## src/rtl/rst_pkg.sv

```systemverilog
// Shared types for the reset-request generator: cause encoding and FSM states.
package rst_pkg;

  typedef enum logic [1:0] {
    RST_POR = 2'd0,
    RST_BTN = 2'd1,
    RST_SW  = 2'd2,
    RST_WDT = 2'd3
  } rst_cause_e;

  typedef enum logic [1:0] {
    IDLE    = 2'd0,
    ASSERT  = 2'd1,
    HOLDOFF = 2'd2
  } rst_req_state_e;

  function automatic int unsigned max_u(input int unsigned a, input int unsigned b);
    return (a > b) ? a : b;
  endfunction

endpackage

```

## src/rtl/rst_req_gen_if.sv

```systemverilog
// Reset-source inputs and request outputs of rst_req_gen, bundled for the block boundary.
interface rst_req_gen_if;
  import rst_pkg::*;

  logic       btn_n;
  logic       sw_rst_req;
  logic       wdt_en;
  logic       wdt_kick;
  logic       async_nrst;
  rst_cause_e rst_cause;
  logic       busy;

  modport master (
    output btn_n, sw_rst_req, wdt_en, wdt_kick,
    input  async_nrst, rst_cause, busy
  );

  modport slave (
    input  btn_n, sw_rst_req, wdt_en, wdt_kick,
    output async_nrst, rst_cause, busy
  );
endinterface

```

## src/rtl/rst_debounce.sv

```systemverilog
// Push-button synchronizer and debouncer: one press pulse per stable-low hold.
module rst_debounce #(
  parameter int unsigned DEBOUNCE_CYCLES = 50000
) (
  input  logic clk,
  input  logic rst,
  input  logic i_btn_n,
  output logic o_press_c
);
  localparam int unsigned CW = $clog2(DEBOUNCE_CYCLES + 1);
  localparam logic [CW-1:0] C_TERM = CW'(DEBOUNCE_CYCLES);

  logic          r_sync1;
  logic          r_sync2;
  logic [CW-1:0] r_cnt;
  logic          r_armed;

  // Counter wraps to zero at its terminal value; disarming keeps a held button to one press.
  always_ff @(posedge clk or posedge rst) begin
    if (rst) begin
      r_sync1 <= 1'b1;
      r_sync2 <= 1'b1;
      r_cnt   <= '0;
      r_armed <= 1'b1;
    end else begin
      r_sync1 <= i_btn_n;
      r_sync2 <= r_sync1;
      if (r_sync2) begin
        r_cnt   <= '0;
        r_armed <= 1'b1;
      end else if (r_cnt == C_TERM) begin
        r_cnt   <= '0;
        r_armed <= 1'b0;
      end else begin
        r_cnt <= r_cnt + CW'(1);
      end
    end
  end

  assign o_press_c = ~r_sync2 & r_armed & (r_cnt == C_TERM);

endmodule

```

## src/rtl/rst_req_gen.sv

```systemverilog
// Merges POR, button, software and watchdog sources into one minimum-width reset request.
// Watchdog logic is present only when RST_REQ_WDT_EN is defined.
module rst_req_gen
  import rst_pkg::*;
#(
  parameter int unsigned DEBOUNCE_CYCLES = 50000,
  parameter int unsigned PULSE_CYCLES    = 16,
  parameter int unsigned HOLDOFF_CYCLES  = 64,
  parameter int unsigned WDT_TIMEOUT     = 1 << 20
) (
  input  logic          clk,
  input  logic          rst,
  rst_req_gen_if.slave  bus
);
  localparam int unsigned CW = $clog2(max_u(PULSE_CYCLES, HOLDOFF_CYCLES) + 1);
  localparam logic [CW-1:0] C_PULSE_LAST = CW'(PULSE_CYCLES - 1);
  localparam logic [CW-1:0] C_HOLD_LAST  = CW'(HOLDOFF_CYCLES - 1);

  rst_req_state_e r_state;
  rst_req_state_e w_state_nxt;
  logic [CW-1:0]  r_cnt;
  logic [CW-1:0]  w_cnt_nxt;
  rst_cause_e     r_cause;
  rst_cause_e     w_cause_nxt;
  logic           r_nrst;
  logic           r_busy;
  logic           w_btn_evt;
  logic           w_wdt_evt;

  rst_debounce #(
    .DEBOUNCE_CYCLES (DEBOUNCE_CYCLES)
  ) u_debounce (
    .clk       (clk),
    .rst       (rst),
    .i_btn_n   (bus.btn_n),
    .o_press_c (w_btn_evt)
  );

`ifdef RST_REQ_WDT_EN
  localparam int unsigned WW = $clog2(WDT_TIMEOUT + 1);
  localparam logic [WW-1:0] C_WDT_LAST = WW'(WDT_TIMEOUT - 1);

  logic [WW-1:0] r_wdt_cnt;

  // A kick in the terminal cycle suppresses the event.
  assign w_wdt_evt = (r_state == IDLE) & bus.wdt_en & ~bus.wdt_kick & (r_wdt_cnt == C_WDT_LAST);

  always_ff @(posedge clk or posedge rst) begin
    if (rst) begin
      r_wdt_cnt <= '0;
    end else if ((r_state != IDLE) || !bus.wdt_en || bus.wdt_kick || (r_wdt_cnt == C_WDT_LAST)) begin
      r_wdt_cnt <= '0;
    end else begin
      r_wdt_cnt <= r_wdt_cnt + WW'(1);
    end
  end
`else
  logic w_unused_wdt;
  assign w_unused_wdt = ^{bus.wdt_en, bus.wdt_kick, 32'(WDT_TIMEOUT)};
  assign w_wdt_evt    = 1'b0;
`endif

  always_comb begin
    w_state_nxt = r_state;
    w_cnt_nxt   = r_cnt;
    w_cause_nxt = r_cause;
    unique case (r_state)
      IDLE: begin
        if (w_wdt_evt || w_btn_evt || bus.sw_rst_req) begin
          w_state_nxt = ASSERT;
          w_cnt_nxt   = '0;
          if (w_wdt_evt)      w_cause_nxt = RST_WDT;
          else if (w_btn_evt) w_cause_nxt = RST_BTN;
          else                w_cause_nxt = RST_SW;
        end
      end
      ASSERT: begin
        if (r_cnt == C_PULSE_LAST) begin
          w_state_nxt = HOLDOFF;
          w_cnt_nxt   = '0;
        end else begin
          w_cnt_nxt = r_cnt + CW'(1);
        end
      end
      HOLDOFF: begin
        if (r_cnt == C_HOLD_LAST) begin
          w_state_nxt = IDLE;
          w_cnt_nxt   = '0;
        end else begin
          w_cnt_nxt = r_cnt + CW'(1);
        end
      end
      default: begin
        w_state_nxt = IDLE;
        w_cnt_nxt   = '0;
      end
    endcase
  end

  // Outputs are decoded from the next state so they are flops aligned with the state register.
  always_ff @(posedge clk or posedge rst) begin
    if (rst) begin
      r_state <= ASSERT;
      r_cnt   <= '0;
      r_cause <= RST_POR;
      r_nrst  <= 1'b0;
      r_busy  <= 1'b1;
    end else begin
      r_state <= w_state_nxt;
      r_cnt   <= w_cnt_nxt;
      r_cause <= w_cause_nxt;
      r_nrst  <= (w_state_nxt != ASSERT);
      r_busy  <= (w_state_nxt != IDLE);
    end
  end

  assign bus.async_nrst = r_nrst;
  assign bus.rst_cause  = r_cause;
  assign bus.busy       = r_busy;

endmodule

```

## src/flat_wrapper.sv

```systemverilog
// flat-port wrapper written by rule: the top's interface ports become plain ports
module rst_req_gen_flat import rst_pkg::*;
#(
  parameter int unsigned DEBOUNCE_CYCLES = 50000,
  parameter int unsigned PULSE_CYCLES    = 16,
  parameter int unsigned HOLDOFF_CYCLES  = 64,
  parameter int unsigned WDT_TIMEOUT     = 1 << 20
)
  (clk, rst, bus_btn_n, bus_sw_rst_req, bus_wdt_en, bus_wdt_kick, bus_async_nrst, bus_rst_cause, bus_busy);
  rst_req_gen_if bus_i ();
  input  logic clk;
  input  logic rst;
  input wire logic [$bits(bus_i.btn_n)-1:0] bus_btn_n;
  input wire logic [$bits(bus_i.sw_rst_req)-1:0] bus_sw_rst_req;
  input wire logic [$bits(bus_i.wdt_en)-1:0] bus_wdt_en;
  input wire logic [$bits(bus_i.wdt_kick)-1:0] bus_wdt_kick;
  output wire logic [$bits(bus_i.async_nrst)-1:0] bus_async_nrst;
  output wire logic [$bits(bus_i.rst_cause)-1:0] bus_rst_cause;
  output wire logic [$bits(bus_i.busy)-1:0] bus_busy;
  assign bus_i.btn_n = bus_btn_n;
  assign bus_i.sw_rst_req = bus_sw_rst_req;
  assign bus_i.wdt_en = bus_wdt_en;
  assign bus_i.wdt_kick = bus_wdt_kick;
  assign bus_async_nrst = bus_i.async_nrst;
  assign bus_rst_cause = bus_i.rst_cause;
  assign bus_busy = bus_i.busy;
  rst_req_gen #(.DEBOUNCE_CYCLES(DEBOUNCE_CYCLES), .PULSE_CYCLES(PULSE_CYCLES), .HOLDOFF_CYCLES(HOLDOFF_CYCLES), .WDT_TIMEOUT(WDT_TIMEOUT)) u_core (.clk(clk), .rst(rst), .bus(bus_i));
endmodule
```

## config.mk

```make
export PLATFORM = sky130hd
export DESIGN_NAME = rst_req_gen_flat
export DESIGN_NICKNAME = d
export VERILOG_FILES = /design/src/rtl/rst_pkg.sv /design/src/rtl/rst_req_gen_if.sv /design/src/rtl/rst_debounce.sv /design/src/rtl/rst_req_gen.sv /design/src/flat_wrapper.sv
export SDC_FILE = /design/constraint.sdc
export NUM_CORES = 1
export LEC_CHECK = 0
export ABC_AREA = 1
export CAP_MARGIN = 20
export CORE_MARGIN = 3
export CORE_UTILIZATION = 50
export CTS_BUF_LIST = sky130_fd_sc_hd__clkbuf_16
export CTS_CLUSTER_SIZE = 16
export DETAILED_ROUTE_END_ITERATION = 10
export PLACE_DENSITY_LB_ADDON = 0.2
export SLEW_MARGIN = 20
export SYNTH_ARGS = -nofsm -noshare
export SYNTH_HDL_FRONTEND = slang
export SYNTH_SLANG_ARGS = --single-unit
export TNS_END_PERCENT = 5
```

## constraint.sdc

```tcl
create_clock -name clk -period 2.91 [get_ports clk]
set_input_delay 0.582 -clock clk [delete_from_list [all_inputs] [get_ports clk]]
set_output_delay 0.582 -clock clk [all_outputs]
set_load 0.005 [all_outputs]
```

==> impl_metrics.json, run 1 <==
{
  "outcome": "complete, no violations",
  "grt_overflow": 0,
  "synth-seq-cells": 32,
  "crit_family": "flip-flops",
  "clk_latency_ns": 0.28,
  "h-tree-depth": 2,
  "clock-sinks": 32,
  "post_cts_buffers": 0,
  "pin_count": 10,
  "initial_core_util_pct": 54.1,
  "fin_crit_sh_pct": 63.4,
  "p_leak_nw": 1.02,
  "port_buffers": 7,
  "dieHeight_um": 67.5,
  "first_pass_iters": 4,
  "fin_crit_ns": 1.84,
  "syn2layout_area_growth_pct": 15.3,
  "num_rows": 21,
  "postLayoutCellArea_mm2": 0.00218,
  "syn_area_mm2": 0.00189,
  "cts_tree": "yes",
  "antenna_found_initial": 0,
  "tightestPinTransition_ns": 0.418,
  "nets": 264,
  "drt.antenna.violating_nets": 0,
  "drt_iter0_drc": 110,
  "dpl.hpwl_um": 2560,
  "synth_top_area_share_pct": 35.7,
  "avgRoutedWirePerCell_um": 11.8,
  "arrival_ns": 1.26,
  "synth.top_cells.by_area": "dfrtp_1 36%, nand2_1 11%, dfstp_2 6.9%",
  "syn_avg_cell_area_um2": 7.95,
  "fill_cells": 305,
  "hold_class": "reg2reg",
  "max_freq_ghz": 0.542,
  "setup_viol": 0,
  "place_ws_ns": 1.23,
  "cts_buffers": 5,
  "ys_warn_count": 0,
  "critPathMaxFanout": 1,
  "netlist_instances": 238,
  "drv_slew": 0,
  "root_buffer": "clkbuf_16",
  "cts.path.max_buffers": 2,
  "path_clk_slew_ns": 0.05,
  "ctsHoldBuffers": 0,
  "syn-num-nets": 251,
  "viasPerCell": 5.03,
  "tns_ns": 0,
  "report.final.hold_viol_count": 0,
  "maxCapViolCount": 0,
  "final_cell_mix": "54 x nand2_1, 31 x inv_1, 28 x nor2_1, 27 x dfrtp_1, 17 x nand3_1",
  "vdd_drop_max_v": 0.000419,
  "grt_max_degree": 33,
  "cp.buffers_inverters": 1,
  "slowest_stage": "dfstp_2",
  "r2r_slack_ns": 1.24,
  "placed_area_mm2": 0.00202,
  "cp_cell_sequence": "clkdlybuf4s50_1",
  "wirelength_um": 3510,
  "cp.required_ns": 2.33,
  "skew_ns": 0.00584,
  "finalWorstSetupSlack_ns": 1.07,
  "grt_pass1_vias": 1398,
  "drc": 0,
  "end_kind": "output port",
  "worstSetupStartpointType": "register",
  "cts_resized": 0,
  "n_antenna_cell": 0,
  "yosysTopAreaCell": "dfrtp_1",
  "die_x_um": 67.5,
  "critPathKind": "reg2out",
  "p_per_area_mw_per_mm2": 634,
  "drive_above_1_share_pct": 16.3,
  "layout_commonest_cell": "nand2_1",
  "via_count": 1499,
  "die_area_mm2": 0.00456,
  "ys_seq_area_share_pct": 42.7,
  "worst_slew_margin_rel_pct": 72.2,
  "core-area_mm2": 0.00349,
  "rsz0062_at_grt": "no",
  "ys_types": 31,
  "slowest_delay_ns": 0.51,
  "grt_pass1_wl_um": 6160,
  "gp_congestion": 0.900,
  "grtUsageTotal_pct": 18.3
}
==> routing by layer <==
| metal | wire length, um | track usage (%) | part of all wire, % | vias to the layer above |
|---|---|---|---|---|
| met1 | 1840 | 26.6 | 52 | 687 |
| met2 | 1490 | 25.9 | 42 | 26 |
| met4 | 63 | 9.37 | 1.8 | 0 |
| met3 | 120 | 3.00 | 3.4 | 6 |
| met5 | 0 | 0 | 0 | - |
| li1 | - | - | - | 780 |
==> worst paths after layout <==
path | from | to | cells after the start
setup / recovery | u_core.bus.busy | bus_busy | 1
hold / removal | u_core.u_debounce.r_sync1 | u_core.u_debounce.r_sync2 | 0
setup reg to reg | u_core.u_debounce.r_cnt[0] | u_core.u_debounce.r_cnt[8] | 9
hold reg to reg | u_core.u_debounce.r_sync1 | u_core.u_debounce.r_sync2 | 0
max in group asynchronous | rst | u_core.u_debounce.r_sync2 | 3
min in group asynchronous | rst | u_core.r_cnt[3] | 3
==> kinds of logic (layout without fill, tap and decap cells) <==
logic type      count (synthesis)  in the layout  synth area share [%]
buf+inv                        38             52                  7.67
xor+xnor                        9              9                  4.17
flops                          32             32                  42.7
fa+ha+maj                       7              7                  4.63
simple gates                  135            135                  35.3
compound gates                 17             17                  5.56
==> Yosys cell counts <==
cell type / count
nor4_1: 1
dfstp_2: 5
nand3_4: 2
nor2_2: 4
dfrtp_1: 27
nor3b_1: 1
nand3_1: 17
a21oi_1: 6
o21ai_2: 2
nand3_2: 3
o21ai_0: 1
o21bai_2: 1
nor3_2: 3
inv_2: 3
ha_1: 7
inv_1: 31
nand2_1: 54
clkbuf_2: 1
clkinv_2: 1
nand2_2: 7
clkinv_1: 1
nor2_1: 28
xor2_1: 9
o211ai_1: 1
nor3_1: 6
a21oi_2: 1
nor2_4: 2
clkbuf_1: 1
nand4_1: 6
o21ai_1: 5
nand3b_1: 1
==> power breakdown <==
group / total [W] / switching (W) / internal, W
combinational: 0.000271 / 0.000157 / 0.000114
clock: 0.000576 / 0.000179 / 0.000397
sequential: 0.000535 / 0.0000303 / 0.000504
==> sequential cells by signal (all words and copies together), names as in the netlist <==
register / cells
u_core.u_debounce.r_cnt: 16
u_core.u_debounce.r_sync1: 1
u_core.bus.busy: 1
u_core.bus.async_nrst: 1
u_core.u_debounce.r_armed: 1
u_core.u_debounce.r_sync2: 1
u_core.r_state: 2
u_core.bus.rst_cause: 2
u_core.r_cnt: 7
==> through the flow <==
stage	util (%)	hold slack, ns	cells	total power [W]
finish	62.4	0.355	298	0.00138
global route	62.4	0.357	298	0.00146
CTS	62.4	0.355	298	0.00140
detailed placement	57.8	0.347	290	0.000816
global placement	57.8	0.346	290	0.000811
floorplan	-	0.345	238	0.000721
==> cell type report <==
class | instances | area (um2) | share of cell area (%)
repair buffers | 8 | 77.6 | 3.56
well taps | 46 | 57.6 | 2.64
multi-input cells | 168 | 940 | 43.1
flip-flops and latches | 32 | 807 | 37.0
inverters | 36 | 136 | 6.25
clock inverters | 3 | 37.5 | 1.72
clock buffers | 5 | 125 | 5.74
(Power assumes the default switching activity.)
==> run 2: changes to the inputs <==
==> constraint.sdc (replaced) <==
create_clock -name clk -period 1.5 [get_ports clk]
set_input_delay 0.3 -clock clk [delete_from_list [all_inputs] [get_ports clk]]
set_output_delay 0.3 -clock clk [all_outputs]
set_load 0.005 [all_outputs]
==> run 2 against run 1 <==
Compared with the run above: the flow now finishes with violations (setup timing); sequential share of layout area shrank 3.9 points; global-route usage grew 1.9 points; largest power group unchanged; via count grew 7.7%; combinational power grew to 2.7 times the previous value; flip-flop and latch count is the same; hold slack gained 0.0024 ns; clock power grew 96%; critical path depth grew 8; clock skew shrank 0.00091 ns; worst setup slack lost 1.1 ns; sequential power grew 91%.
==> impl_metrics.json, run 2 (same netlist as run 1, synthesis figures left out) <==
{
  "reg_top3": "u_core.u_debounce.r_cnt (16), u_core.r_cnt (7)",
  "dpl.hpwl_um": 2720,
  "outcome": "finished, violations left",
  "wl_met1_um": 2000,
  "largest_register_ffs": 16,
  "drt_iter0_drc": 140,
  "rsz0062_at_grt": "yes",
  "reg2reg_from": "u_core.r_cnt[1]",
  "hold_class": "in2async",
  "r2r_end": "u_core.r_cnt[6]",
  "pin_count": 10,
  "h-tree-depth": 2,
  "vdd_drop_max_v": 0.00128,
  "core-area_mm2": 0.00349,
  "drt.antenna.violating_nets": 0,
  "end_kind": "register",
  "worst_slew_margin_rel_pct": 80.1,
  "grt_pass1_wl_um": 6730,
  "die_x_um": 67.5,
  "finalWorstSetupSlack_ns": -0.000755,
  "maxCapViolCount": 0,
  "critPathKind": "reg2reg",
  "p_leak_nw": 1.14,
  "cp.required_ns": 1.72,
  "antenna_found_initial": 0,
  "first_pass_iters": 5,
  "clock-sinks": 32,
  "fin_crit_sh_pct": 100,
  "worstSetupStartpointType": "register",
  "clk_latency_ns": 0.28,
  "placed_area_mm2": 0.00214,
  "postLayoutCellArea_mm2": 0.00244,
  "p_per_area_mw_per_mm2": 1180,
  "routed.top_layer": "met4",
  "cts_buffers": 5,
  "max_freq_ghz": 0.666,
  "regMostFlops": "u_core.u_debounce.r_cnt",
  "drive_above_1_share_pct": 28.4,
  "num_rows": 21,
  "n_antenna_cell": 0,
  "setup_viol": 1,
  "grt_pass1_vias": 1476,
  "report.final.hold_viol_count": 0,
  "dieHeight_um": 67.5,
  "cts.path.max_buffers": 2,
  "fill_cells": 260,
  "final_cell_mix": "46 x nand2_1, 29 x inv_1, 27 x nor2_1, 26 x dfrtp_1, 17 x buf_4",
  "grtUsageTotal_pct": 20.2,
  "arrival_ns": 1.72,
  "critPathMaxFanout": 4,
  "viasPerCell": 5.09,
  "r2r_slack_ns": -0.0008,
  "drv_slew": 0,
  "wirelength_um": 4120,
  "port_buffers": 7,
  "syn2layout_area_growth_pct": 29.2,
  "nets": 283,
  "drc": 0,
  "cts_tree": "yes",
  "path_clk_slew_ns": 0.05,
  "skew_ns": 0.00492,
  "gp_congestion": 0.921,
  "via_count": 1614,
  "grt_overflow": 0,
  "wl_met2_um": 1910,
  "wl_met3_um": 143,
  "final_cells": 317,
  "violations": "setup timing",
  "place_ws_ns": -0.0221,
  "dp_cells": 305,
  "tightestPinTransition_ns": 0.297,
  "layout_commonest_cell": "nand2_1",
  "ctsHoldBuffers": 0,
  "power_w": 0.00289,
  "initial_core_util_pct": 54.1,
  "r2r_cells": 9,
  "root_buffer": "clkbuf_16",
  "avgRoutedWirePerCell_um": 13.0,
  "fin_crit_ns": 1.50,
  "grt_max_degree": 33,
  "timing.hold.ws_ns": 0.358,
  "die_area_mm2": 0.00456
}
[run 2: cell type report]
type	count	area [um2]	area share, %
clock buffer	5	125	5.12
clock inverter	3	37.5	1.54
inverter	36	144	5.89
multi-input combinational	168	1030	42.2
sequential	32	808	33.1
tap	46	57.6	2.36
timing repair buffer	27	239	9.78
[run 2: what timing repair did]
item | CTS | global route
buffers inserted | 0 | 4
endpoints found under the setup margin | 9 | 25
pin swaps | 0 | 8
endpoints found under the hold margin | 0 | 0
gates resized for setup | 3 | 30
[run 2: power by group]
part | switching (W) | leakage, nW | total (W) | internal [W]
Clock | 0.000363 | 0.0789 | 0.00113 | 0.000771
Sequential | 0.0000480 | 0.420 | 0.00102 | 0.000977
Combinational | 0.000398 | 0.638 | 0.000730 | 0.000332
Total | 0.000809 | 1.14 | 0.00289 | 0.00208
[run 2: worst max-delay path by stage]
| stage | start | end | slack, ns | depth (start not counted) |
|---|---|---|---|---|
| 6_report | u_core.r_cnt[1] | u_core.r_cnt[6] | -0.0008 | 9 |
| 5_1_grt | u_core.r_cnt[1] | u_core.bus.busy | -0.11 | 10 |
| 4_1_cts | u_core.u_debounce.r_cnt[0] | u_core.r_cnt[5] | -0.04 | 11 |
| 3_5_place_dp | u_core.u_debounce.r_cnt[0] | u_core.bus.async_nrst | -0.02 | 11 |
| 3_3_place_gp | u_core.u_debounce.r_cnt[0] | u_core.bus.async_nrst | -0.005 | 11 |
| 2_1_floorplan | u_core.r_state[0] | u_core.bus.async_nrst | 0.08 | 7 |
[run 2: per-stage QoR]
step / setup TNS, ns / utilization, %
floorplan: 0 / -
global placement: -0.00503 / 61.3
detailed placement: -0.0472 / 61.3
CTS: -0.198 / 66.1
global route: -0.932 / 69.9
finish: -0.000755 / 69.9
[run 2: critical path: stages, from the launching register on]
cell	delay [ns]
dfrtp_1	0.40
ha_2	0.24
nand3_4	0.11
nor2_4	0.16
buf_4	0.13
xor2_1	0.13
nand2_1	0.07
nand2_1	0.06
nand3_1	0.06
nand2_1	0.07
[run 2: routing by layer]
metal	track usage, %	vias up
li1	-	825
met1	28.7	745
met2	29.2	35
met3	5.82	9
met4	7.09	0
met5	0	-
==> run 3: changes to the inputs <==
==> constraint.sdc (replaced) <==
create_clock -name clk -period 1.6 [get_ports clk]
set_input_delay 0.32 -clock clk [delete_from_list [all_inputs] [get_ports clk]]
set_output_delay 0.32 -clock clk [all_outputs]
set_load 0.005 [all_outputs]
==> run 3 against run 2 <==
Compared with the run above: the run now ends clean; count of clock-buffer cells in the layout unchanged; final cell count decreased by 1.9%; first-iteration DRC count fell by 29%; flip-flop and latch count is the same; global-route usage increased by 0.47 points; clock power fell by 7%; critical path type unchanged; largest cell class unchanged.
==> impl_metrics.json, run 3 (same netlist as run 1, synthesis figures left out) <==
{
  "outcome": "complete, no violations",
  "r2r_slack_ns": 0.07,
  "r2r_end": "u_core.r_cnt[2]",
  "grt_pass1_vias": 1518,
  "dieHeight_um": 67.5,
  "fin_crit_sh_pct": 95.6,
  "p_leak_nw": 1.10,
  "layout_commonest_cell": "nand2_1",
  "utilization_pct": 66.5,
  "report.final.hold_viol_count": 0,
  "tightestPinTransition_ns": 0.312,
  "die_x_um": 67.5,
  "pin_count": 10,
  "vdd_drop_max_v": 0.000904,
  "final_cell_mix": "53 x nand2_1, 31 x inv_1, 27 x nor2_1, 27 x dfrtp_1, 17 x nand3_1",
  "clk_latency_ns": 0.28,
  "critPathKind": "reg2reg",
  "port_buffers": 7,
  "drc": 0,
  "cp-endpoint": "u_core.r_cnt[2]",
  "syn2layout_area_growth_pct": 22.8,
  "clock-sinks": 32,
  "r2r_cells": 11,
  "final_cells": 311,
  "arrival_ns": 1.69,
  "dpl.hpwl_um": 2650,
  "gp_congestion": 0.891,
  "initial_core_util_pct": 54.1,
  "cp.required_ns": 1.76,
  "critPathMaxFanout": 8,
  "end_kind": "register",
  "cts_tree": "yes",
  "largest_register_ffs": 16,
  "h-tree-depth": 2,
  "startpoint": "u_core.u_debounce.r_cnt[0]",
  "multi_input_area_um2": 962,
  "dp_cells": 297,
  "antenna_found_initial": 0,
  "first_pass_iters": 4,
  "viasPerCell": 5.01,
  "n_antenna_cell": 0,
  "fill_cells": 288,
  "slowest_stage": "dfrtp_1",
  "hold_class": "reg2reg",
  "via_count": 1557,
  "rsz0062_at_grt": "yes",
  "cts.path.max_buffers": 2,
  "drive_above_1_share_pct": 22.3,
  "drv_slew": 0,
  "avgRoutedWirePerCell_um": 12.3,
  "cp_cell_sequence": "inv_1 > ha_2 > nand2_1 > inv_2 > nand2_2 > nor2_4 > nand3_4 > nand3_4 > inv_2 > nand2_1 > o21ai_2",
  "grt_overflow": 0,
  "slowest_delay_ns": 0.40,
  "drt_iter0_drc": 99,
  "num_rows": 21,
  "drt.antenna.violating_nets": 0,
  "max_freq_ghz": 0.654,
  "reg2reg_from": "u_core.u_debounce.r_cnt[0]",
  "skew_ns": 0.00558,
  "reg_top3": "u_core.u_debounce.r_cnt (16), u_core.r_cnt (7)",
  "path_clk_slew_ns": 0.05,
  "setup_viol": 0,
  "grt_max_degree": 33,
  "worst_slew_margin_rel_pct": 79.0,
  "regMostFlops": "u_core.u_debounce.r_cnt",
  "tns_ns": 0,
  "maxCapViolCount": 0,
  "fin_crit_ns": 1.53,
  "grt_pass1_wl_um": 6940,
  "core-area_mm2": 0.00349,
  "worstSetupStartpointType": "register",
  "nets": 277,
  "wirelength_um": 3820,
  "p_per_area_mw_per_mm2": 1120,
  "grtUsageTotal_pct": 20.7,
  "seq_area_um2": 807,
  "die_area_mm2": 0.00456,
  "cts_buffers": 5,
  "root_buffer": "clkbuf_16"
}
run 3: changes by cell type in the layout (fill, tap and decap cells not counted), moves of 2 or more:
cell     previous run  this run
nand3_1            15        17
nor2_4              6         3
nand2_2            13         8
nand2_1            46        53
buf_4              17        11
nand2_4             2         0
nor2_2              1         4
inv_1              29        31
run 3: how the worst min path moves through the flow:
stage,from,end,slack (ns),cells after the start
3_3_place_gp,u_core.u_debounce.r_sync1,u_core.u_debounce.r_sync2,0.35,0
2_1_floorplan,bus_btn_n,u_core.u_debounce.r_sync1,0.32,0
4_1_cts,u_core.u_debounce.r_sync1,u_core.u_debounce.r_sync2,0.36,0
6_report,u_core.u_debounce.r_sync1,u_core.u_debounce.r_sync2,0.35,0
5_1_grt,u_core.u_debounce.r_sync1,u_core.u_debounce.r_sync2,0.36,0
3_5_place_dp,u_core.u_debounce.r_sync1,u_core.u_debounce.r_sync2,0.35,0
run 3: per-layer routing:
metal / GRT usage [%] / up-vias / wire, um
met3: 5.49 / 6 / 149
met1: 29.4 / 718 / 1900
li1: - / 803 / -
met2: 29.9 / 30 / 1700
met5: 0 / - / 0
met4: 7.85 / 0 / 67
run 3: per-stage QoR:
step,power [W],cell area (um2),hold slack [ns],setup slack [ns]
floorplan,0.00131,1890,0.324,0.183
global placement,0.00150,2080,0.347,0.0603
detailed placement,0.00150,2080,0.349,0.0557
CTS,0.00256,2250,0.356,-0.0000625
global route,0.00276,2320,0.363,-0.0465
finish,0.00259,2320,0.354,0.0703
run 3: critical path: cells and delay by family, from the launching register on:
kind / cells / cell delay, ns
AO/OA/AOI/OAI: 1 / 0.05
adder cells (fa/ha/maj): 1 / 0.17
buffers and inverters: 3 / 0.24
flip-flops: 1 / 0.40
AND/OR/NAND/NOR: 6 / 0.55
run 3: cell type report:
cell class / count / area share (%)
Sequential cell: 32 / 34.7
Clock inverter: 3 / 1.62
Timing Repair Buffer: 21 / 8.51
Tap cell: 46 / 2.48
Multi-Input combinational cell: 168 / 41.4
Clock buffer: 5 / 5.39
Inverter: 36 / 5.87
run 3: what timing repair did:
action	in CTS	in global routing
resized for setup	0	11
buffers inserted	0	6
pin swaps	0	2
endpoints found under the setup margin	1	23
hold buffers	0	0
run 3: report_power, final:
group / total [W] / switching [W] / internal [W]
Sequential: 0.000974 / 0.0000561 / 0.000918
Clock: 0.00105 / 0.000328 / 0.000722
Combinational: 0.000571 / 0.000306 / 0.000265
